$ cat config.mk
export PLATFORM = sky130hd
export DESIGN_NAME = reflet_vga_rect_fill
export DESIGN_NICKNAME = d
export VERILOG_FILES = /design/src/rtl/reflet_gpu_pkg.sv /design/src/rtl/reflet_rect_scan.sv /design/src/rtl/reflet_vga_rect_fill.sv
export SDC_FILE = /design/constraint.sdc
export NUM_CORES = 1
export LEC_CHECK = 0
export ABC_AREA = 1
export BUFFER_PORTS_ARGS = -buffer_cell sky130_fd_sc_hd__buf_2
export CORE_ASPECT_RATIO = 1.4
export CORE_MARGIN = 2
export CORE_UTILIZATION = 40
export CTS_CLUSTER_SIZE = 10
export DETAILED_ROUTE_END_ITERATION = 7
export PLACE_DENSITY_LB_ADDON = 0.08
export REMOVE_ABC_BUFFERS = 1
export SLEW_MARGIN = 20
export SYNTH_ARGS = -nofsm -noshare
export SYNTH_HDL_FRONTEND = slang
export SYNTH_SLANG_ARGS = --single-unit
$ cat constraint.sdc
create_clock -name clk -period 2.15 [get_ports clk]
set_clock_uncertainty 0.2 [all_clocks]
set_input_delay 0.1075 -clock clk [delete_from_list [all_inputs] [get_ports clk]]
set_output_delay 0.1075 -clock clk [all_outputs]
set_load 0.05 [all_outputs]
$ cat src/rtl/reflet_gpu_pkg.sv
// Shared definitions for the reflet GPU blocks: fill FSM state encoding and
// the default screen/colour widths also used by reflet_VGA.
package reflet_gpu_pkg;

  localparam int DEF_COLOR_DEPTH = 2;
  localparam int DEF_H_BITS      = 7;
  localparam int DEF_V_BITS      = 6;

  typedef enum logic [1:0] {
    ST_IDLE  = 2'd0,
    ST_WRITE = 2'd1,
    ST_WAIT  = 2'd2,
    ST_DONE  = 2'd3
  } fill_state_e;

endpackage

$ cat src/rtl/reflet_rect_scan.sv
// 2D raster cursor for the rectangle filler. Cursor runs at one extra bit of
// width so the end points never overflow; the visible coordinate is the low
// bits, which gives wrap-around for free.
// Build option: REFLET_RECT_CLIP_EN clamps the end points to the screen edge.
module reflet_rect_scan
  import reflet_gpu_pkg::*;
#(
  parameter int h_bits = DEF_H_BITS,
  parameter int v_bits = DEF_V_BITS
) (
  input  logic              clk,
  input  logic              rst_n,
  input  logic              load,
  input  logic              step,
  input  logic [h_bits-1:0] x0,
  input  logic [v_bits-1:0] y0,
  input  logic [h_bits-1:0] w_m1,
  input  logic [v_bits-1:0] h_m1,
  output logic [h_bits-1:0] x,
  output logic [v_bits-1:0] y,
  output logic [h_bits-1:0] x_nxt,
  output logic [v_bits-1:0] y_nxt,
  output logic              last
);

  logic [h_bits:0] x_q, xe_q, x_sum, x_end, x_nxt_e;
  logic [v_bits:0] y_q, ye_q, y_sum, y_end, y_nxt_e;
  logic [h_bits-1:0] x0_q;
  logic row_end;

  assign x_sum = {1'b0, x0} + {1'b0, w_m1};
  assign y_sum = {1'b0, y0} + {1'b0, h_m1};

`ifdef REFLET_RECT_CLIP_EN
  // x0/y0 are always on screen, so clamping the end keeps at least one pixel.
  localparam logic [h_bits:0] XMAX = {1'b0, {h_bits{1'b1}}};
  localparam logic [v_bits:0] YMAX = {1'b0, {v_bits{1'b1}}};
  assign x_end = (x_sum > XMAX) ? XMAX : x_sum;
  assign y_end = (y_sum > YMAX) ? YMAX : y_sum;
`else
  assign x_end = x_sum;
  assign y_end = y_sum;
`endif

  // Next cursor position: x first, then return to x0 and move down a row.
  always_comb begin
    row_end = (x_q == xe_q);
    x_nxt_e = row_end ? {1'b0, x0_q} : x_q + 1'b1;
    y_nxt_e = row_end ? y_q + 1'b1 : y_q;
  end

  assign last  = row_end && (y_q == ye_q);
  assign x     = x_q[h_bits-1:0];
  assign y     = y_q[v_bits-1:0];
  assign x_nxt = x_nxt_e[h_bits-1:0];
  assign y_nxt = y_nxt_e[v_bits-1:0];

  // Cursor and bound registers: captured on load, advanced on step.
  always_ff @(posedge clk or negedge rst_n) begin
    if (!rst_n) begin
      x_q  <= '0;
      y_q  <= '0;
      xe_q <= '0;
      ye_q <= '0;
      x0_q <= '0;
    end else if (load) begin
      x_q  <= {1'b0, x0};
      y_q  <= {1'b0, y0};
      xe_q <= x_end;
      ye_q <= y_end;
      x0_q <= x0;
    end else if (step) begin
      x_q <= x_nxt_e;
      y_q <= y_nxt_e;
    end
  end

endmodule

$ cat src/rtl/reflet_vga_rect_fill.sv
// Command-driven rectangle filler feeding the reflet_VGA pixel write port.
// One command in, one write per pixel out in raster order, one write every
// write_period cycles, then a one-cycle done pulse.
// Build option: REFLET_RECT_CLIP_EN (see reflet_rect_scan) clips to screen;
// default build wraps coordinates.
module reflet_vga_rect_fill
  import reflet_gpu_pkg::*;
#(
  parameter int color_depth  = DEF_COLOR_DEPTH,
  parameter int h_bits       = DEF_H_BITS,
  parameter int v_bits       = DEF_V_BITS,
  parameter int write_period = 1
) (
  input  logic                   clk,
  input  logic                   reset,
  input  logic                   cmd_valid,
  output logic                   cmd_ready,
  input  logic [h_bits-1:0]      x0,
  input  logic [v_bits-1:0]      y0,
  input  logic [h_bits-1:0]      w_m1,
  input  logic [v_bits-1:0]      h_m1,
  input  logic [color_depth-1:0] R_in,
  input  logic [color_depth-1:0] G_in,
  input  logic [color_depth-1:0] B_in,
  output logic                   busy,
  output logic                   done,
  output logic                   write_en,
  output logic [h_bits-1:0]      h_pixel,
  output logic [v_bits-1:0]      v_pixel,
  output logic [color_depth-1:0] R_out,
  output logic [color_depth-1:0] G_out,
  output logic [color_depth-1:0] B_out
);

  // WAIT lasts write_period-1 cycles: load period-2 and leave on zero.
  localparam int CW = (write_period > 1) ? $clog2(write_period) : 1;
  localparam logic [CW-1:0] WAIT_LOAD = CW'((write_period > 1) ? write_period - 2 : 0);

  fill_state_e state;
  logic [CW-1:0] wait_cnt;

  logic              scan_load, scan_step, scan_last;
  logic [h_bits-1:0] scan_x, scan_x_nxt;
  logic [v_bits-1:0] scan_y, scan_y_nxt;

  assign cmd_ready = (state == ST_IDLE);
  assign busy      = (state != ST_IDLE);
  assign scan_load = (state == ST_IDLE) && cmd_valid;
  assign scan_step = (state == ST_WRITE) && !scan_last;

  reflet_rect_scan #(.h_bits(h_bits), .v_bits(v_bits)) u_scan (
    .clk   (clk),
    .rst_n (reset),
    .load  (scan_load),
    .step  (scan_step),
    .x0    (x0),
    .y0    (y0),
    .w_m1  (w_m1),
    .h_m1  (h_m1),
    .x     (scan_x),
    .y     (scan_y),
    .x_nxt (scan_x_nxt),
    .y_nxt (scan_y_nxt),
    .last  (scan_last)
  );

  // Fill FSM; write strobe and coordinates are registered on entry to WRITE.
  // Colour outputs double as the latched fill colour.
  always_ff @(posedge clk or negedge reset) begin
    if (!reset) begin
      state    <= ST_IDLE;
      wait_cnt <= '0;
      done     <= 1'b0;
      write_en <= 1'b0;
      h_pixel  <= '0;
      v_pixel  <= '0;
      R_out    <= '0;
      G_out    <= '0;
      B_out    <= '0;
    end else begin
      write_en <= 1'b0;
      done     <= 1'b0;
      case (state)
        ST_IDLE: begin
          if (cmd_valid) begin
            state    <= ST_WRITE;
            write_en <= 1'b1;
            h_pixel  <= x0;
            v_pixel  <= y0;
            R_out    <= R_in;
            G_out    <= G_in;
            B_out    <= B_in;
          end
        end
        ST_WRITE: begin
          if (scan_last) begin
            state <= ST_DONE;
            done  <= 1'b1;
          end else if (write_period > 1) begin
            state    <= ST_WAIT;
            wait_cnt <= WAIT_LOAD;
          end else begin
            write_en <= 1'b1;
            h_pixel  <= scan_x_nxt;
            v_pixel  <= scan_y_nxt;
          end
        end
        ST_WAIT: begin
          if (wait_cnt == '0) begin
            state    <= ST_WRITE;
            write_en <= 1'b1;
            h_pixel  <= scan_x;
            v_pixel  <= scan_y;
          end else begin
            wait_cnt <= wait_cnt - CW'(1);
          end
        end
        ST_DONE: state <= ST_IDLE;
        default: state <= ST_IDLE;
      endcase
    end
  end

endmodule

[Word level (Yosys, flattened, before mapping)]
Index checks and enable logic that the tools add are counted.
Operators by class
  reduce and logical (&&, ||, !) cells: 13
  mux-type cells: 25
  equality and inequality tests: 9
  add/sub/neg operators: 5
Operators with widths (number)
  2-to-1 mux 7 bit: 6
  2-to-1 mux 8 bit: 3
  case mux 7 bit (3 select lines): 1
  2-to-1 mux 6 bit: 3
  case mux 6 bit (3 select lines): 1
  adder 7 x 7 -> 8 bit: 1
  adder 8 x 1 -> 8 bit (second input constant): 1
  equality test 8 bit: 1
  inequality test 2 bit (second input constant): 4
  case mux 2 bit (4 select lines): 1
  adder 6 x 6 -> 7 bit: 1
  adder 7 x 1 -> 7 bit (second input constant): 1
  equality test 7 bit: 1
  2-to-1 mux 1 bit: 6
  2-to-1 mux 2 bit: 3
  nonzero test 2 bit: 3
  equality test 2 bit (second input constant): 2
  AND reduction 2 bit: 2
  AND reduction 4 bit: 1
  logical AND 1 bit: 3
  case mux 1 bit (3 select lines): 1
  AND reduction 3 bit: 1
  nonzero test 3 bit: 1
  equality test 2 x 1 -> 1 bit (second input constant): 1
  3 further kinds: 3
Word-level totals
  logic and storage cells: 67
  output and inout port bits: 23
  input port bits: 35
  register bits after elaboration: 61

[Logic depth before layout (Yosys ltp)]
Gate-level depths: netlist of run 1.
  depth in word-level cells: 6
  gate-level depth with buffers: 14
  depth with buffers taken out: 13

[By module]
Synthesis of run 1 repeated with hierarchy kept, for this count alone.
Unflattened totals
  cell total of the unflattened synthesis: 542
  area total of the unflattened synthesis: 4139.0 um^2
Modules (own cells, without submodules)
  reflet_rect_scan: area an instance 2786.4 um^2, cells each 371, sequential area each 925.9 um^2, times used 1
  reflet_vga_rect_fill: area an instance 1352.5 um^2, cells each 171, sequential area each 575.6 um^2, times used 1

[Worst setup path after synthesis of run 1]
Ideal clock, no wire load.
  kind: register to register
  start point: reg state[0]
  end point: reg u_scan.x_q[0]
  stages on the path, launching flop included: 10
  setup time: 0.066 ns
  arrival: 1.961 ns
  path buffers: 1
  period minus slack after synthesis: 2.227 ns
  path slack: -0.077 ns
  cells stage by stage: dfrtp_1 inv_1 ha_1 nand2_1 inv_1 clkbuf_1 nand2_1 nand2_1 nand2_1 nand2_1
On the way
  longest elaborated chain between the ends: 3
  elaborated cells between the ends (all ways): 6
Ends and longest elaborated chain
  start, declared: RTL line reflet_vga_rect_fill.sv:39  | fill_state_e state;
  start signal, assigned: RTL line reflet_vga_rect_fill.sv:71  | state <= ST_IDLE;
  start signal, assigned: RTL line reflet_vga_rect_fill.sv:86  | state <= ST_WRITE;
  start signal, assigned: RTL line reflet_vga_rect_fill.sv:97  | state <= ST_DONE;
  zero test 2 bit (*)
  named net cmd_ready: RTL line reflet_vga_rect_fill.sv:17  | output logic cmd_ready,
  logical AND 1 bit (*): RTL line reflet_vga_rect_fill.sv:48  | assign scan_load = (state == ST_IDLE) && cmd_valid;
  2-to-1 mux 8 bit / nonzero test 2 bit (equally long branches)
  end signal, assigned: RTL line reflet_rect_scan.sv:67  | x_q <= {1'b0, x0};
  end signal, assigned: RTL line reflet_rect_scan.sv:73  | x_q <= x_nxt_e;
  end, declared: RTL line reflet_rect_scan.sv:26  | logic [h_bits:0] x_q, xe_q, x_sum, x_end, x_nxt_e;
The timed path passes the listed nets; every way through them passes the cells marked *.
A chain may end at the register's enable or synchronous reset.

[Worst setup path after layout of run 1]
  start point: in x0[0]
  end point: reg u_scan.xe_q[6]
On the way
  longest elaborated chain between the ends: 1
Ends and longest elaborated chain
  start, declared: RTL line reflet_vga_rect_fill.sv:18  | input logic [h_bits-1:0] x0,
  adder 7 x 7 -> 8 bit: RTL line reflet_rect_scan.sv:31  | assign x_sum = {1'b0, x0} + {1'b0, w_m1};
  end signal, assigned: RTL line reflet_rect_scan.sv:69  | xe_q <= x_end;
  end, declared: RTL line reflet_rect_scan.sv:26
No other way between the ends.

==> results of run 1 <==
state kept, by name, indices dropped and copies added (netlist names):
register     flops
B_out            2
u_scan.xe_q      8
h_pixel          7
state            2
u_scan.x0_q      7
R_out            2
v_pixel          6
u_scan.y_q       7
u_scan.ye_q      7
done             1
u_scan.x_q       8
G_out            2
write_en         1
routing by layer:
metal / vias up / part of all wire / global-route usage
met5: - / 0 / 0
met4: 0 / 0.025 / 0.0924
met3: 21 / 0.029 / 0.0394
met2: 71 / 0.53 / 0.385
met1: 1853 / 0.42 / 0.244
li1: 1995 / - / -
worst paths after layout:
path                                  end  slack (ns)  cells past startpoint
min                        u_scan.ye_q[2]      -0.004                      4
max                        u_scan.xe_q[6]        0.15                     12
min reg2reg                    h_pixel[6]        0.27                      2
max reg2reg                    v_pixel[3]        0.16                      7
max in group asynchronous   u_scan.y_q[5]        0.99                      3
min in group asynchronous        G_out[0]        0.13                      2
cell usage after synthesis:
cell type	count
nand3_1	68
nand3_2	1
nand4_1	1
buf_4	8
buf_6	4
o21ai_0	22
nor2_4	2
ha_1	20
nand2_2	13
clkbuf_1	10
a31o_2	1
o22ai_1	4
o21bai_1	1
xnor2_1	3
a21boi_0	1
buf_1	1
xor2_1	5
inv_2	11
nand2_1	222
nor2_1	45
nor2_2	2
fa_1	2
a21oi_1	22
dfrtp_1	60
or2_2	2
inv_1	49
nand2_4	4
buf_2	2
cell usage in the layout (no fill, tap or decap):
| master | count |
|---|---|
| nor2_4 | 2 |
| o22ai_1 | 4 |
| ha_1 | 19 |
| a21boi_0 | 1 |
| clkinv_4 | 2 |
| nand2_4 | 3 |
| nand2_1 | 222 |
| nand3_1 | 68 |
| clkinvlp_4 | 4 |
| nand2_2 | 13 |
| buf_12 | 3 |
| nand2_8 | 1 |
| nand4_1 | 1 |
| nor2_1 | 45 |
| clkbuf_16 | 9 |
| fa_1 | 2 |
| o21ai_0 | 22 |
| xor2_1 | 5 |
| nand3_2 | 1 |
| o21bai_1 | 1 |
| ha_4 | 1 |
| buf_4 | 8 |
| bufinv_16 | 1 |
| inv_2 | 11 |
| dlygate4sd3_1 | 27 |
| xnor2_1 | 3 |
| inv_1 | 49 |
| buf_2 | 57 |
| nor2_2 | 2 |
| a21oi_1 | 22 |
| a31o_2 | 1 |
| or2_2 | 2 |
| dfrtp_1 | 60 |
per-stage QoR:
step	area, sq um	setup slack [ns]	util
finish	5060	0.146	0.511
global route	5060	0.0101	0.511
CTS	5040	0.123	0.509
detailed placement	4460	0.161	0.451
global placement	4460	0.160	0.451
floorplan	3890	-1.12	-
layout make-up:
type | count | share of cell area
tap | 135 | 0.0334
clock buffer | 9 | 0.0445
inverter | 60 | 0.0445
clock inverter | 7 | 0.0153
multi-input combinational | 441 | 0.432
sequential | 60 | 0.297
timing repair buffer | 95 | 0.134
kinds of logic after synthesis:
| group | Yosys count | share of synthesized area |
|---|---|---|
| compound gates | 51 | 0.0665 |
| fa+ha+maj | 22 | 0.0718 |
| buf+inv | 85 | 0.0943 |
| xor+xnor | 8 | 0.0173 |
| flops | 60 | 0.371 |
| simple gates | 360 | 0.379 |
worst max-delay path, cell delays in order:
cell	delay, ns
dlygate4sd3_1	0.53
buf_2	0.15
ha_1	0.23
fa_1	0.41
nand3_1	0.09
nand2_1	0.08
nand2_1	0.09
a21oi_1	0.08
nor2_1	0.09
nand2_1	0.05
nand3_1	0.07
nand2_1	0.05
power breakdown:
part | leakage [nW] | total (mW) | internal [mW] | switching [mW]
logic | 1.86 | 3.75 | 1.18 | 2.57
registers | 0.744 | 2.05 | 1.64 | 0.411
clock network | 0.134 | 1.46 | 0.899 | 0.559
total | 2.74 | 7.26 | 3.72 | 3.54
timing repair:
action,CTS,global route
endpoints found under the hold margin,70,0
gates resized for setup,0,2
hold buffers,27,0
endpoints found under the setup margin,0,2
==> out/qor.yml, run 1 <==
status: "complete, but fails checks"
violations: "hold timing"
synth_top_area_frac: 0.371
cts_buffer_depth: 2
grt_pass1_wl_mm: 18.0
post_synth_main_area_contributors: "dfrtp_1 (37%), nand2_1 (21%), nand3_1 (8.4%)"
netlist_instances: 586
antenna_found_initial: 0
cp-start-kind: "primary input"
fin_nets: 724
hold_class: "primary input to flip-flop"
fillers: 1043
start_util: 0.409
yosys.area.top_type: "dfrtp_1"
hold_path_startpoint: "h_m1[2]"
io_buffer_count: 57
gp_congestion: 0.876
max_freq_ghz: 0.499
setup_violations: 0
p_leak_nw: 2.74
postRouteAntennaNets: 0
clk_latency_ns: 0.33
first_global_vias: 3869
postCtsSetupRepairBufs: 0
io_pins: 58
maxCapViolations: 0
wl_per_cell_um: 13.4
n_antenna_cell: 0
totalWireLength_mm: 10.8
dp_hpwl_mm: 7.33
r2r_start: "state[0]"
cts_buffers: 9
syn2layout_area_growth_pct: 25.0
slew_headroom: 0.549
avgViaCountPerCell: 4.88
finalHoldViolCount: 1
rows: 43
fin_setup_tns_ns: 0
startpoint: "x0[0]"
dp_cells: 764
ys_warn_count: 0
die_w_um: 89.0
final-instance-count-excl-fill: 807
dieArea_sq_mm: 0.0109
multiInputGateArea_sq_mm: 0.00218
crit_path_max_fanout: 3
rsz0062_at_grt: "false"
drt-initial-drc-count: 209
holdWs_ns: -0.00362
worstMarginPinSlew_ns: 0.677
ir_drop_mv: 0.572
netlist_area_sq_mm: 0.00405
track_usage: 0.214
drc: 0
cp_data_required_time_ns: 2.17
finalCritPeriodShare: 0.932
drive_above_1_share: 0.180
drt_first_pass_iters: 4
power_mw: 7.26
period_needed_ns: 2.00
end_kind: "flip-flop"
critPathKind: "primary input to flip-flop"
coreArea_sq_mm: 0.00990
power_density_mw_per_mm2: 1440
yosysSeqAreaShare: 0.371
die_h_um: 123
grt_overflow_total: 0
htreeDepth: 3
clock-root-buffer: "clkbuf_16"
cts_tree: "done"
final_max_slew_viol_count: 0
grt_max_degree: 51
clkTransAtPathRegs_ns: 0.05
synth.distinct_cells: 28
register_area_sq_mm: 0.00150
synth_area_per_cell_sq_um: 6.90
cts_sinks: 60
vias: 3940
ys_seq_elements: 60
cp.arrival_ns: 2.02
No activity file was read; power rests on OpenSTA's default activity.
==> run 2: changes to the inputs <==
Settings changed: ABC_AREA 1 to default, CORE_UTILIZATION 40 to 58, SYNTH_HIERARCHICAL from default to 1.
==> run 2 against run 1 <==
Net effect: the flow finishes with violations (setup timing); cell area up 3.7%; sequential power down 45%; critical path depth down 2; combinational power down 94%.
==> out/qor.yml, run 2 <==
status: "complete, but fails checks"
violations: "setup timing"
ys_warn_count: 6  # +6
ys_seq_elements: 60  # unchanged
grt_max_degree: 61  # +20%
track_usage: 0.289  # +0.0744
cp_cell_sequence: "xor2_1 -> nor4_2 -> buf_4 -> nand2_4 -> buf_12 -> buf_4 -> xnor2_1 -> a22oi_1 -> a21oi_2 -> mux2_4"
synth_top_area_frac: 0.389  # +0.0179
final_common_cell: "dfrtp_1"
rsz0062_at_grt: "true"
slew_headroom: 0.496  # -0.0527
grt_pass1_wl_mm: 16.0  # -11%
dieArea_sq_mm: 0.00733  # -33%
yosysMostFrequentCell: "dfrtp_1"
final_max_slew_viol_count: 0  # unchanged
crit_family: "buffers and inverters"
synth.distinct_cells: 48  # +71%
netlist_area_sq_mm: 0.00386  # -4.6%
cp.arrival_ns: 2.38  # +0.36 ns
cts_sinks: 60  # unchanged
setup_violations: 30  # +30
die_w_um: 72.9  # -18%
cts_buffers: 9  # unchanged
intPower_mw: 1.77  # -53%
avgViaCountPerCell: 5.67  # +16%
fin_nets: 555  # -23%
end_kind: "flip-flop"
htreeDepth: 3  # unchanged
cts_tree: "done"
netlist_top_cells_count: "dfrtp_1 (60), mux2_2 (27), ha_1 (22)"
antenna_found_initial: 0  # unchanged
synth_area_per_cell_sq_um: 10.3  # +50%
gp_congestion: 0.880  # +0.47%
critPathKind: "flip-flop to flip-flop"
dp_hpwl_mm: 6.60  # -9.9%
maxCapViolations: 0  # unchanged
max_freq_ghz: 0.425  # -15%
period_needed_ns: 2.35  # +0.349 ns
rows: 35  # -19%
yosys.area.top_type: "dfrtp_1"
drc: 0  # unchanged
pwr-share-seq: 0.486  # +0.203
ff2ff_setup_slack_ns: -0.20  # -0.36 ns
post_synth_main_area_contributors: "dfrtp_1 (39%), mux2_2 (7.9%), ha_1 (7.1%)"
clkPwrFrac: 0.417  # +0.216
totalWireLength_mm: 9.97  # -7.8%
p_leak_nw: 2.55  # -7.1%
power_density_mw_per_mm2: 443  # -69%
drt_first_pass_iters: 5  # +1
crit_path_max_fanout: 13  # +10
start_util: 0.591  # +0.183
cts_buffer_depth: 2  # unchanged
netlist_instances: 373  # -36%
slowest_stage: "dfrtp_1"
layout_common_cells: "dfrtp_1 (60), buf_2 (57), buf_4 (43)"
ir_drop_mv: 0.446  # -22%
die_h_um: 101  # -18%
worst_slack_ns: -0.203  # -0.349 ns
reg_top3: "u_scan/x_q x8, u_scan/xe_q x8"
clk_latency_ns: 0.34  # about the same
io_buffer_count: 57  # unchanged
coreArea_sq_mm: 0.00653  # -34%
clkTransAtPathRegs_ns: 0.07  # +0.02 ns
cp_num_buf_inv: 3  # +1
critPathMostFrequentCell: "buf_4"
synth-edff-count: 0  # unchanged
grt_overflow_total: 0  # unchanged
holdWs_ns: 0.0154  # +0.0190 ns
async_reset_ff_frac: 1.00  # unchanged
n_antenna_cell: 0  # unchanged
finalHoldViolCount: 0  # -1
first_global_vias: 3411  # -12%
ys.flop_type: "dfrtp_1"
drive_above_1_share: 0.419  # +0.239
p_sw_mw: 0.553  # -84%
cp-start-kind: "flip-flop"
hold_class: "primary input to flip-flop"
max_stage_delay_ns: 0.39  # -0.14 ns
syn2layout_area_growth_pct: 35.9
p_comb_frac: 0.097  # -0.419
wl_per_cell_um: 17.3  # +29%
switching_share: 0.238  # -0.249
yosysSeqAreaShare: 0.389  # +0.0179
drt-initial-drc-count: 192  # -8.1%
vias: 3262  # -17%
clock-root-buffer: "clkbuf_8"
cp_data_required_time_ns: 2.18  # about the same
fin_setup_tns_ns: -3.70  # -3.70 ns
io_pins: 58  # unchanged
finalCritPeriodShare: 1.09  # +0.163
worstMarginPinSlew_ns: 0.756  # +0.0791 ns
postRouteAntennaNets: 0  # unchanged
## run 2: changes by cell type in the layout (fill, tap and decap cells not counted), sizes merged, moves of 14 or more
| cell | delta |
|---|---|
| mux2 | +39 |
| buf | +46 |
| nor2 | -29 |
| nand2 | -220 |
| inv | -40 |
| a22oi | +14 |
| nand3 | -60 |
## run 2: layer usage
layer	vias to the layer above	share of wire	GRT usage
li1	1574	-	-
met5	-	0	0
met3	15	0.037	0.0410
met1	1581	0.40	0.317
met2	92	0.54	0.541
met4	0	0.022	0.124
## run 2: path summary, 6_finish.rpt
path / startpoint / end / depth (start not counted)
worst max-delay path: u_scan/xe_q[2] / v_pixel[0] / 10
worst min register to register: B_out[0] / B_out[0] / 1
min in group asynchronous: reset / u_scan/xe_q[0] / 3
max in group asynchronous: reset / u_scan/xe_q[7] / 3
worst min-delay path: x0[1] / h_pixel[1] / 4
worst max register to register: u_scan/xe_q[2] / v_pixel[0] / 10
## run 2: power groups by stage
stage | combinational [mW] | clock [mW] | sequential [mW]
after global placement | 0.171 | 0 | 1.15
after CTS | 0.213 | 0.975 | 1.13
after floorplan | 0.0806 | 0 | 1.15
after global routing | 0.247 | 1.04 | 1.13
after detailed placement | 0.175 | 0 | 1.15
final | 0.224 | 0.968 | 1.13
## run 2: metrics by stage
step / instance area [sq um] / total power [mW] / cells / util / setup slack, ns
after floorplan: 3680 / 1.23 / 344 / - / -1.04
after global placement: 4450 / 1.32 / 521 / 0.681 / -0.268
after detailed placement: 4450 / 1.32 / 521 / 0.681 / -0.327
after CTS: 5110 / 2.32 / 571 / 0.783 / -0.207
after global routing: 5250 / 2.42 / 575 / 0.804 / -0.289
final: 5250 / 2.32 / 575 / 0.804 / -0.203
## run 2: area by class of cell
class                      count  area (sq um)
timing repair buffer         140          1080
clock inverter                 5          52.6
clock buffer                  11           131
inverter                      20          80.1
multi-input combinational    265          2300
fill                         417          1280
tap                           74          92.6
sequential                    60          1500
## run 2: timing repair
| action | CTS | global route |
|---|---|---|
| buffers inserted | 8 | 4 |
| endpoints found under the hold margin | 89 | 2 |
| cloned | 2 | 0 |
| hold buffers | 25 | 1 |
| pin swaps | 19 | 25 |
| gates resized for setup | 40 | 26 |
| setup endpoints to repair | 35 | 36 |
## run 2: cell families after synthesis
logic type               share of synthesized area
flip-flops                                   0.389
XOR/XNOR                                    0.0772
buffers and inverters                       0.0645
AO/OA/AOI/OAI                                0.135
multiplexers                                 0.133
adder cells (fa/ha/maj)                     0.0817
AND/OR/NAND/NOR                              0.120
## run 2: worst min-delay path, cell delays in order
cell	delay, ns
buf_2	0.11
nor2_1	0.05
a21oi_1	0.11
mux2_4	0.15
==> run 3: changes to the inputs <==
Settings changed: CELL_PAD_IN_SITES_DETAIL_PLACEMENT from default to 1, CELL_PAD_IN_SITES_GLOBAL_PLACEMENT from default to 2, CORE_UTILIZATION 58 to 37.
==> run 3 against run 2 <==
Net effect: the run ends with hold timing, setup timing left; die area is 54% higher; sequential share of layout area decreased by 1.6 points; cell count up 12%; non-clock buffer count rose by 5; register-to-register slack worse by 0.08 ns; clock power up 73%; worst setup slack got worse by 0.081 ns; worst hold slack got worse by 0.019 ns; global-route usage fell by 7.6 points; sequential power is essentially flat; via count increased by 3.4%; core utilization shrank 26 points.
==> out/qor.yml, run 3 (synthesis results as in run 2) <==
die_w_um: 90.3  # +24%
fin_nets: 560  # +0.90%
holdWs_ns: -0.00351  # -0.0189 ns
vias: 3372  # +3.4%
final-instance-count-excl-fill: 644  # +12%
clk_latency_ns: 0.34  # about the same
drive_above_1_share: 0.429  # +0.00969
finalCoreUtilization: 0.542  # -0.262
multiInputGateArea_sq_mm: 0.00231  # +0.22%
reg_top3: "u_scan/x_q x8, u_scan/xe_q x8"
io_pins: 58  # unchanged
cts_sinks: 60  # unchanged
cp.arrival_ns: 2.45  # +0.07 ns
io_buffer_count: 57  # unchanged
drt-initial-drc-count: 102  # -47%
end_kind: "flip-flop"
p_leak_nw: 2.63  # +3.3%
grt_overflow_total: 0  # unchanged
gp_congestion: 0.785  # -11%
final_max_slew_viol_count: 0  # unchanged
n_antenna_cell: 0  # unchanged
max_freq_ghz: 0.411  # -3.3%
cp-start-kind: "flip-flop"
ir_drop_mv: 0.388  # -13%
cts_buffer_depth: 2  # unchanged
status: "complete, but fails checks"
totalWireLength_mm: 11.7  # +18%
period_needed_ns: 2.43  # +0.0807 ns
setup_violations: 30  # unchanged
rows: 44  # +26%
violations: "hold timing, setup timing"
final_common_cell: "dfrtp_1"
grt_pass1_wl_mm: 18.8  # +17%
cp_data_required_time_ns: 2.17  # about the same
fillers: 1133  # +170%
wl_per_cell_um: 18.2  # +5.1%
register_area_sq_mm: 0.00150  # unchanged
worstMarginPinSlew_ns: 0.832  # +0.0765 ns
finalHoldViolCount: 1  # +1
cts_tree: "done"
die_h_um: 125  # +24%
avgViaCountPerCell: 5.24  # -7.7%
dieArea_sq_mm: 0.0113  # +54%
clkTransAtPathRegs_ns: 0.06  # about the same
first_global_vias: 3660  # +7.3%
hold_class: "primary input to flip-flop"
worst_slack_ns: -0.284  # -0.0807 ns
dp_hpwl_mm: 7.98  # +21%
rsz0062_at_grt: "true"
clock-root-buffer: "clkbuf_16"
postRouteAntennaNets: 0  # unchanged
maxCapViolations: 0  # unchanged
htreeDepth: 3  # unchanged
antenna_found_initial: 0  # unchanged
coreArea_sq_mm: 0.0102  # +57%
track_usage: 0.213  # -0.0757
drc: 0  # unchanged
drt_first_pass_iters: 4  # -1
power_density_mw_per_mm2: 544  # +23%
grt_max_degree: 24  # -61%
syn2layout_area_growth_pct: 43.9
crit_path_max_fanout: 6  # -7
cts_buffers: 9  # unchanged
slew_headroom: 0.445  # -0.0510
dp_cells: 587  # +13%
finalCritPeriodShare: 1.13  # +0.0376
start_util: 0.377  # -0.215
critPathKind: "flip-flop to flip-flop"
layout_common_cells: "dfrtp_1 (60), buf_2 (57), buf_4 (45)"
## run 3: changes by cell type in the layout (fill, tap and decap cells not counted), moves of 3 or more
cell | before | now
a31o_2 | 1 | 4
a31o_4 | 3 | 0
clkbuf_16 | 0 | 10
clkbuf_8 | 9 | 0
xor2_1 | 17 | 13
xor2_2 | 1 | 5
## run 3: through the flow
| step | setup slack, ns | hold slack (ns) | instance area [sq um] | power [mW] | TNS [ns] |
|---|---|---|---|---|---|
| 2_1_floorplan | -1.04 | -0.388 | 3680 | 1.23 | -30.70 |
| 3_3_place_gp | -0.345 | -0.0508 | 4550 | 1.33 | -7.14 |
| 6_report | -0.284 | -0.00351 | 5550 | 3.02 | -5.83 |
| 4_1_cts | -0.224 | 0.0214 | 5310 | 3.06 | -4.25 |
| 3_5_place_dp | -0.447 | -0.0473 | 4550 | 1.34 | -11.36 |
| 5_1_grt | -0.357 | 0.0612 | 5550 | 3.14 | -8.30 |
## run 3: timing repair
item / in CTS / in global routing
buffers inserted: 6 / 7
pin swaps: 7 / 19
hold buffers: 25 / 3
cloned: 1 / 2
hold endpoints to repair: 50 / 3
endpoints found under the setup margin: 35 / 38
gates resized for setup: 24 / 40
## run 3: per-layer routing
| layer | global-route usage | share of wire |
|---|---|---|
| met1 | 0.234 | 0.40 |
| met2 | 0.397 | 0.54 |
| met3 | 0.0454 | 0.026 |
| met4 | 0.0805 | 0.027 |
| met5 | 0 | 0 |
## run 3: final timing paths
check | start | endpoint | slack (ns) | cells past startpoint
max | u_scan/xe_q[2] | v_pixel[1] | -0.28 | 9
max in group asynchronous | reset | state[1] | 1.05 | 3
min | y0[0] | v_pixel[0] | -0.004 | 4
min reg2reg | R_out[1] | R_out[1] | 0.30 | 1
max reg2reg | u_scan/xe_q[2] | v_pixel[1] | -0.28 | 9
min in group asynchronous | reset | u_scan/x_q[6] | 0.11 | 2
## run 3: area by class of cell
| class | count | share of cell area |
|---|---|---|
| Timing Repair Buffer | 145 | 0.208 |
| Tap cell | 138 | 0.0311 |
| Inverter | 20 | 0.0135 |
| Multi-Input combinational cell | 265 | 0.416 |
| Clock buffer | 9 | 0.0406 |
| Sequential cell | 60 | 0.270 |
| Clock inverter | 7 | 0.0207 |
## run 3: worst max-delay path: stages (launching register included)
cell     delay [ns]
dfrtp_1        0.41
xor2_2         0.20
nor4_4         0.27
buf_4          0.18
nand2_8        0.07
nor3_4         0.16
and2_4         0.18
a211o_1        0.14
buf_6          0.16
mux2_2         0.34
## run 3: power breakdown
| part | switching (mW) | internal [mW] | total [mW] | leakage, nW |
|---|---|---|---|---|
| clock network | 0.540 | 1.13 | 1.67 | 0.161 |
| registers | 0 | 1.13 | 1.13 | 0.720 |
| logic | 0.115 | 0.108 | 0.223 | 1.75 |
